<file path="config.mk">
export PLATFORM = sky130hd
export DESIGN_NAME = decode_sequencer
export DESIGN_NICKNAME = d
export VERILOG_FILES = /design/src/rtl/decode_sequencer_pkg.sv /design/src/rtl/instr_field_extract.sv /design/src/rtl/decode_sequencer.sv
export SDC_FILE = /design/constraint.sdc
export NUM_CORES = 1
export LEC_CHECK = 0
export BUFFER_PORTS_ARGS = -buffer_cell sky130_fd_sc_hd__clkbuf_2
export CORE_MARGIN = 4
export CORE_UTILIZATION = 25
export CTS_BUF_LIST = sky130_fd_sc_hd__clkbuf_16
export CTS_CLUSTER_DIAMETER = 100
export DETAILED_ROUTE_END_ITERATION = 7
export SLEW_MARGIN = 10
export SYNTH_ARGS = -nofsm -noshare
export SYNTH_HDL_FRONTEND = slang
export SYNTH_SLANG_ARGS = --single-unit
export TNS_END_PERCENT = 100
</file>
<file path="constraint.sdc">
create_clock -name clk -period 8 [get_ports clk]
set_clock_uncertainty 0.05 [all_clocks]
set_input_delay 2.4 -clock clk [delete_from_list [all_inputs] [get_ports clk]]
set_output_delay 2.4 -clock clk [all_outputs]
set_load 0.01 [all_outputs]
</file>
<file path="src/rtl/decode_sequencer_pkg.sv">
// Shared opcode and phase encodings for the decode sequencer
// and the immediate stage.
package decode_sequencer_pkg;

    localparam logic [6:0] OP_LUI    = 7'b0110111;
    localparam logic [6:0] OP_LOAD   = 7'b0000011;
    localparam logic [6:0] OP_BRANCH = 7'b1100011;

    localparam logic [3:0] EN_FETCH  = 4'b0001;
    localparam logic [3:0] EN_DECODE = 4'b0010;
    localparam logic [3:0] EN_EXEC   = 4'b0100;
    localparam logic [3:0] EN_WB     = 4'b1000;

    typedef enum logic [1:0] {
        FETCH,
        DECODE,
        EXEC,
        WB
    } state_e;

    function automatic logic [3:0] phase_en(input state_e s);
        logic [3:0] e;
        e = EN_FETCH;
        unique case (s)
            FETCH:  e = EN_FETCH;
            DECODE: e = EN_DECODE;
            EXEC:   e = EN_EXEC;
            WB:     e = EN_WB;
        endcase
        return e;
    endfunction

    // Branch displacement in bytes from the halfword offset imm[12:1].
    function automatic logic [31:0] branch_disp(input logic [11:0] off);
        return {{19{off[11]}}, off, 1'b0};
    endfunction

endpackage

</file>
<file path="src/rtl/instr_field_extract.sv">
// Combinational field extraction and immediate formatting.
// Fields unused by the decoded format are forced to zero.
module instr_field_extract
    import decode_sequencer_pkg::*;
(
    input  logic [31:0] instr,
    output logic [6:0]  opcode,
    output logic [4:0]  rd,
    output logic [4:0]  rs1,
    output logic [4:0]  rs2,
    output logic [2:0]  funct3,
    output logic [20:0] imm,
    output logic [11:0] offset,
    output logic        legal
);

    always_comb begin
        opcode = instr[6:0];
        rd     = '0;
        rs1    = '0;
        rs2    = '0;
        funct3 = '0;
        imm    = '0;
        offset = '0;
        legal  = 1'b0;
        unique case (instr[6:0])
            OP_LUI: begin
                rd    = instr[11:7];
                imm   = {1'b0, instr[31:12]};
                legal = 1'b1;
            end
            OP_LOAD: begin
                rd     = instr[11:7];
                rs1    = instr[19:15];
                funct3 = instr[14:12];
                imm    = {{9{instr[31]}}, instr[31:20]};
                legal  = 1'b1;
            end
            OP_BRANCH: begin
                rs1    = instr[19:15];
                rs2    = instr[24:20];
                funct3 = instr[14:12];
                offset = {instr[31], instr[7], instr[30:25], instr[11:8]};
                legal  = 1'b1;
            end
            default: ;
        endcase
    end

endmodule

</file>
<file path="src/rtl/decode_sequencer.sv">
// Four-phase fetch/decode/execute/writeback sequencer with
// registered instruction fields and program counter.
module decode_sequencer #(
    parameter logic [31:0] RESET_PC = 32'h0000_0000
) (
    input  logic        clk,
    input  logic        rst_n,
    input  logic [31:0] instr,
    input  logic        instr_valid,
    output logic        instr_ready,
    input  logic        halt,
    input  logic        branch_taken,
    input  logic [11:0] pc_offset,
    output logic [6:0]  OpI,
    output logic [20:0] inmediato,
    output logic [11:0] Offset,
    output logic [4:0]  rd,
    output logic [4:0]  rs1,
    output logic [4:0]  rs2,
    output logic [2:0]  funct3,
    output logic [3:0]  en,
    output logic [31:0] pc,
    output logic        illegal_op
);
    import decode_sequencer_pkg::*;

    state_e      state_q, state_d;
    logic [3:0]  en_q, en_d;
    logic [31:0] pc_q, pc_d;
    logic [31:0] ir_q, ir_d;
    logic [6:0]  opi_q, opi_d;
    logic [20:0] imm_q, imm_d;
    logic [11:0] off_q, off_d;
    logic [4:0]  rd_q, rd_d;
    logic [4:0]  rs1_q, rs1_d;
    logic [4:0]  rs2_q, rs2_d;
    logic [2:0]  f3_q, f3_d;
    logic        ill_q, ill_d;

    logic [31:0] ext_in;
    logic [6:0]  ext_op;
    logic [4:0]  ext_rd, ext_rs1, ext_rs2;
    logic [2:0]  ext_f3;
    logic [20:0] ext_imm;
    logic [11:0] ext_off;
    logic        ext_legal;

    // In FETCH decode the incoming word; afterwards the captured one.
    assign ext_in = (state_q == FETCH) ? instr : ir_q;

    instr_field_extract u_extract (
        .instr  (ext_in),
        .opcode (ext_op),
        .rd     (ext_rd),
        .rs1    (ext_rs1),
        .rs2    (ext_rs2),
        .funct3 (ext_f3),
        .imm    (ext_imm),
        .offset (ext_off),
        .legal  (ext_legal)
    );

    assign instr_ready = (state_q == FETCH) && !halt;

    always_comb begin
        state_d = state_q;
        pc_d    = pc_q;
        ir_d    = ir_q;
        opi_d   = opi_q;
        imm_d   = imm_q;
        off_d   = off_q;
        rd_d    = rd_q;
        rs1_d   = rs1_q;
        rs2_d   = rs2_q;
        f3_d    = f3_q;
        ill_d   = 1'b0;
        unique case (state_q)
            FETCH: begin
                if (instr_valid && instr_ready) begin
                    ir_d    = instr;
                    opi_d   = ext_op;
                    imm_d   = ext_imm;
                    off_d   = ext_off;
                    rd_d    = ext_rd;
                    rs1_d   = ext_rs1;
                    rs2_d   = ext_rs2;
                    f3_d    = ext_f3;
                    ill_d   = !ext_legal;
                    state_d = DECODE;
                end
            end
            DECODE: begin
                if (ext_legal) begin
                    state_d = EXEC;
                end else begin
                    state_d = FETCH;
                    pc_d    = pc_q + 32'd4;
                end
            end
            EXEC: state_d = WB;
            WB: begin
                state_d = FETCH;
                if (opi_q == OP_BRANCH && branch_taken)
                    pc_d = pc_q + branch_disp(pc_offset);
                else
                    pc_d = pc_q + 32'd4;
            end
            default: state_d = FETCH;
        endcase
        en_d = phase_en(state_d);
    end

    always_ff @(posedge clk or negedge rst_n) begin
        if (!rst_n) begin
            state_q <= FETCH;
            en_q    <= EN_FETCH;
            pc_q    <= RESET_PC;
            ir_q    <= '0;
            opi_q   <= '0;
            imm_q   <= '0;
            off_q   <= '0;
            rd_q    <= '0;
            rs1_q   <= '0;
            rs2_q   <= '0;
            f3_q    <= '0;
            ill_q   <= 1'b0;
        end else begin
            state_q <= state_d;
            en_q    <= en_d;
            pc_q    <= pc_d;
            ir_q    <= ir_d;
            opi_q   <= opi_d;
            imm_q   <= imm_d;
            off_q   <= off_d;
            rd_q    <= rd_d;
            rs1_q   <= rs1_d;
            rs2_q   <= rs2_d;
            f3_q    <= f3_d;
            ill_q   <= ill_d;
        end
    end

    assign OpI        = opi_q;
    assign inmediato  = imm_q;
    assign Offset     = off_q;
    assign rd         = rd_q;
    assign rs1        = rs1_q;
    assign rs2        = rs2_q;
    assign funct3     = f3_q;
    assign en         = en_q;
    assign pc         = pc_q;
    assign illegal_op = ill_q;

endmodule
</file>
==> impl_metrics.tcl <==
set metrics [dict create \
    status "finished clean" \
    viasPerCell 5.064 \
    start_util_pct 25.67 \
    cellLeakagePower_nw 3.637 \
    reg2regPathDepth 8 \
    postCtsResizedCells 0 \
    fin_setup_tns_ns 0 \
    comb_power_share_pct 40.3 \
    nets 997 \
    hpwl_um 14940 \
    wl_per_cell_um 16.38 \
    ir_drop_mv 0.1539 \
    synth.top_cell.area_share_pct 40.30 \
    rsz0062_at_grt "no" \
    final_hold_viol_count 0 \
    fin_crit_sh_pct 65.64 \
    slowest_delay_ns 0.17 \
    crit_top_cell "clkbuf_2" \
    post_cts_buffers 0 \
    cts-root-buf "clkbuf_16" \
    synth.net_count 875 \
    fillers 2766 \
    drt-initial-drc-count 471 \
    crit_chain "clkbuf_2 > nor2_1 > clkbuf_2" \
    grt.total_usage_pct 14.30 \
    synthesis.instances 794 \
    die_y_um 169.5 \
    cts_made_buffers 9 \
    tightest_slew_ns 0.9858 \
    grt.overflow.total 0 \
    switchingPower_w 0.0008944 \
    timing.rr.end "pc[31]" \
    rows 58 \
    synth_edf_count 0 \
    cp.arrival_ns 2.80 \
    fin_ws_ns 2.749 \
    cap_violations 0 \
    wl_um 20500 \
    multi_input_area_um2 3643 \
    numClockSinks 106 \
    syn-cell-area_um2 6520 \
    min_path_cells 2 \
    hold_start "ir_q[3]" \
    fin_util_pct 31.08 \
    grt_pass1_wl_um 33620 \
    max-slew-margin-rel_pct 34.04 \
    synth_area_leader_cell "dfrtp_1" \
    worstSkewPairLatency_ns 0.36 \
    tritoncts "done" \
    grt_max_degree 84 \
    ys_types 67 \
    cp-end-kind "output pin" \
    io_buffers 143 \
    synth_flop_cell "dfrtp_1" \
    placed_cell_area_um2 7575 \
    postSynth.asyncResetShare_pct 100.0 \
    pwr-share-seq_pct 37.0 \
    rrSetupSlack_ns 4.52 \
    dp_slack_ns 2.546 \
    min_path_type "flip-flop to flip-flop" \
    worstPathMaxFanout 2 \
    grt_pass1_vias 6258 \
    yosysWarnings 0 \
    ctsHoldBuffers 0 \
    critPathKind "input pin to output pin" \
    p_int_w 0.001214 \
    ys_ff_latch 106 \
    fp.dieW_um 169.5 \
    worst_hold_path.endpoint "ir_q[3]" \
    cts_buffer_depth 2 \
    coreArea_um2 25400 \
    design_area_um2 7894 \
    diodes 0 \
    fin_crit_ns 5.251 \
    seq_area_um2 2654 \
    slowest_stage "clkbuf_2" \
    p_sw_share_pct 42.43 \
    clk_pin_slew_ns 0.09 \
    yosys-top-cells-area "dfrtp_1, nand2_1, o21ai_0, ha_1, a21oi_1" \
    required_ns 5.55 \
    synth.yosys.seq_area_share_pct 40.70 \
    setup_violations 0 \
    grt_antenna_before_repair 0 \
    drive_above_1_share_pct 19.44 \
    ios 145 \
    fp.dieArea_um2 28730 \
    fmax_ghz 0.1904 \
    cp-start-kind "input pin" \
    power_frac_clock_pct 22.7 \
    netlist_top_cells_count "nand2_1, dfrtp_1, o21ai_0" \
    cellPowerDensity_nw_per_um2 267.0 \
    slew_viol_final 0 \
    ant_nets 0 \
    r2r_start "state_q[0]" \
    synth_most_common_cell "nand2_1" \
    num_vias 6335 \
    firstDrtPassIters 5 \
    avgSynthCellArea_um2 8.212 \
    gp_congestion 0.8774 \
    power_w 0.002108 \
    drc 0 \
    area_growth_pct 21.07 \
    htreeDepth 3 \
]
==> area by class of cell <==
class	instances	share of cell area, %
clock inverter	7	1.189
timing repair buffer	152	9.954
inverter	21	0.9986
tap	330	5.231
sequential	106	33.62
multi-input combinational	626	46.16
clock buffer	9	2.853
==> how the worst max path moves through the flow <==
stage,startpoint,slack [ns],end,cells past startpoint
3_3_place_gp,pc_offset[11],2.60,pc[31],9
4_1_cts,halt,2.74,instr_ready,3
5_1_grt,pc_offset[11],2.62,pc[30],10
2_1_floorplan,halt,2.95,instr_ready,1
6_report,halt,2.75,instr_ready,3
3_5_place_dp,pc_offset[11],2.55,pc[30],10
==> stage by stage <==
step                hold WS [ns]  std cells
floorplan                 0.3870        794
global route              0.4625       1251
finish                    0.4313       1251
global placement          0.4089       1235
CTS                       0.4379       1251
detailed placement        0.4189       1235
==> registers in the layout, summed over array words and instances, names as in the netlist <==
| signal | count |
|---|---|
| Offset | 12 |
| OpI | 7 |
| en | 4 |
| funct3 | 3 |
| illegal_op | 1 |
| inmediato | 21 |
| ir_q | 10 |
| pc | 31 |
| rd | 5 |
| rs1 | 5 |
| rs2 | 5 |
| state_q | 2 |
==> power by group through the flow <==
stage,Clock (W),Sequential (W),Combinational [W]
floorplan,0,0.000804,0.000530
global placement,0,0.000791,0.000842
detailed placement,0,0.000792,0.000849
CTS,0.000495,0.000782,0.000853
global route,0.000513,0.000804,0.000963
finish,0.000479,0.000780,0.000849
==> worst max-delay path: cells and delay by family <==
family,cells,cell delay (ns)
and+or+nand+nor,1,0.16
buffers and inverters,2,0.25
==> routing by layer <==
metal  global-route usage, %  wire length (um)
met5                       0                 0
met4                   2.275               128
met3                   5.754              1967
met2                   22.37              9215
met1                   19.09              9184
==> kinds of logic (layout without fill, tap and decap cells) <==
kind of cell,count (synthesis),after routing,share of synthesized area (%)
compound gates,253,253,23.76
xor+xnor,22,22,2.955
fa+ha+maj,32,32,6.256
buf+inv,62,189,3.723
flops,106,106,40.70
mux,6,6,0.9403
other cells,1,1,0.05752
simple gates,312,312,21.61
==> layout by cell type (no fill, tap or decap), drive strengths merged, types with 20 or more instances in the layout <==
cell | synthesis | routed
clkbuf | 36 | 151
nor2 | 67 | 67
o21ai | 90 | 90
dfrtp | 105 | 105
ha | 31 | 31
nor3 | 20 | 20
nand2 | 139 | 139
nand3 | 26 | 26
inv | 20 | 24
a21oi | 75 | 75
Power figures use the tool's default switching activity.
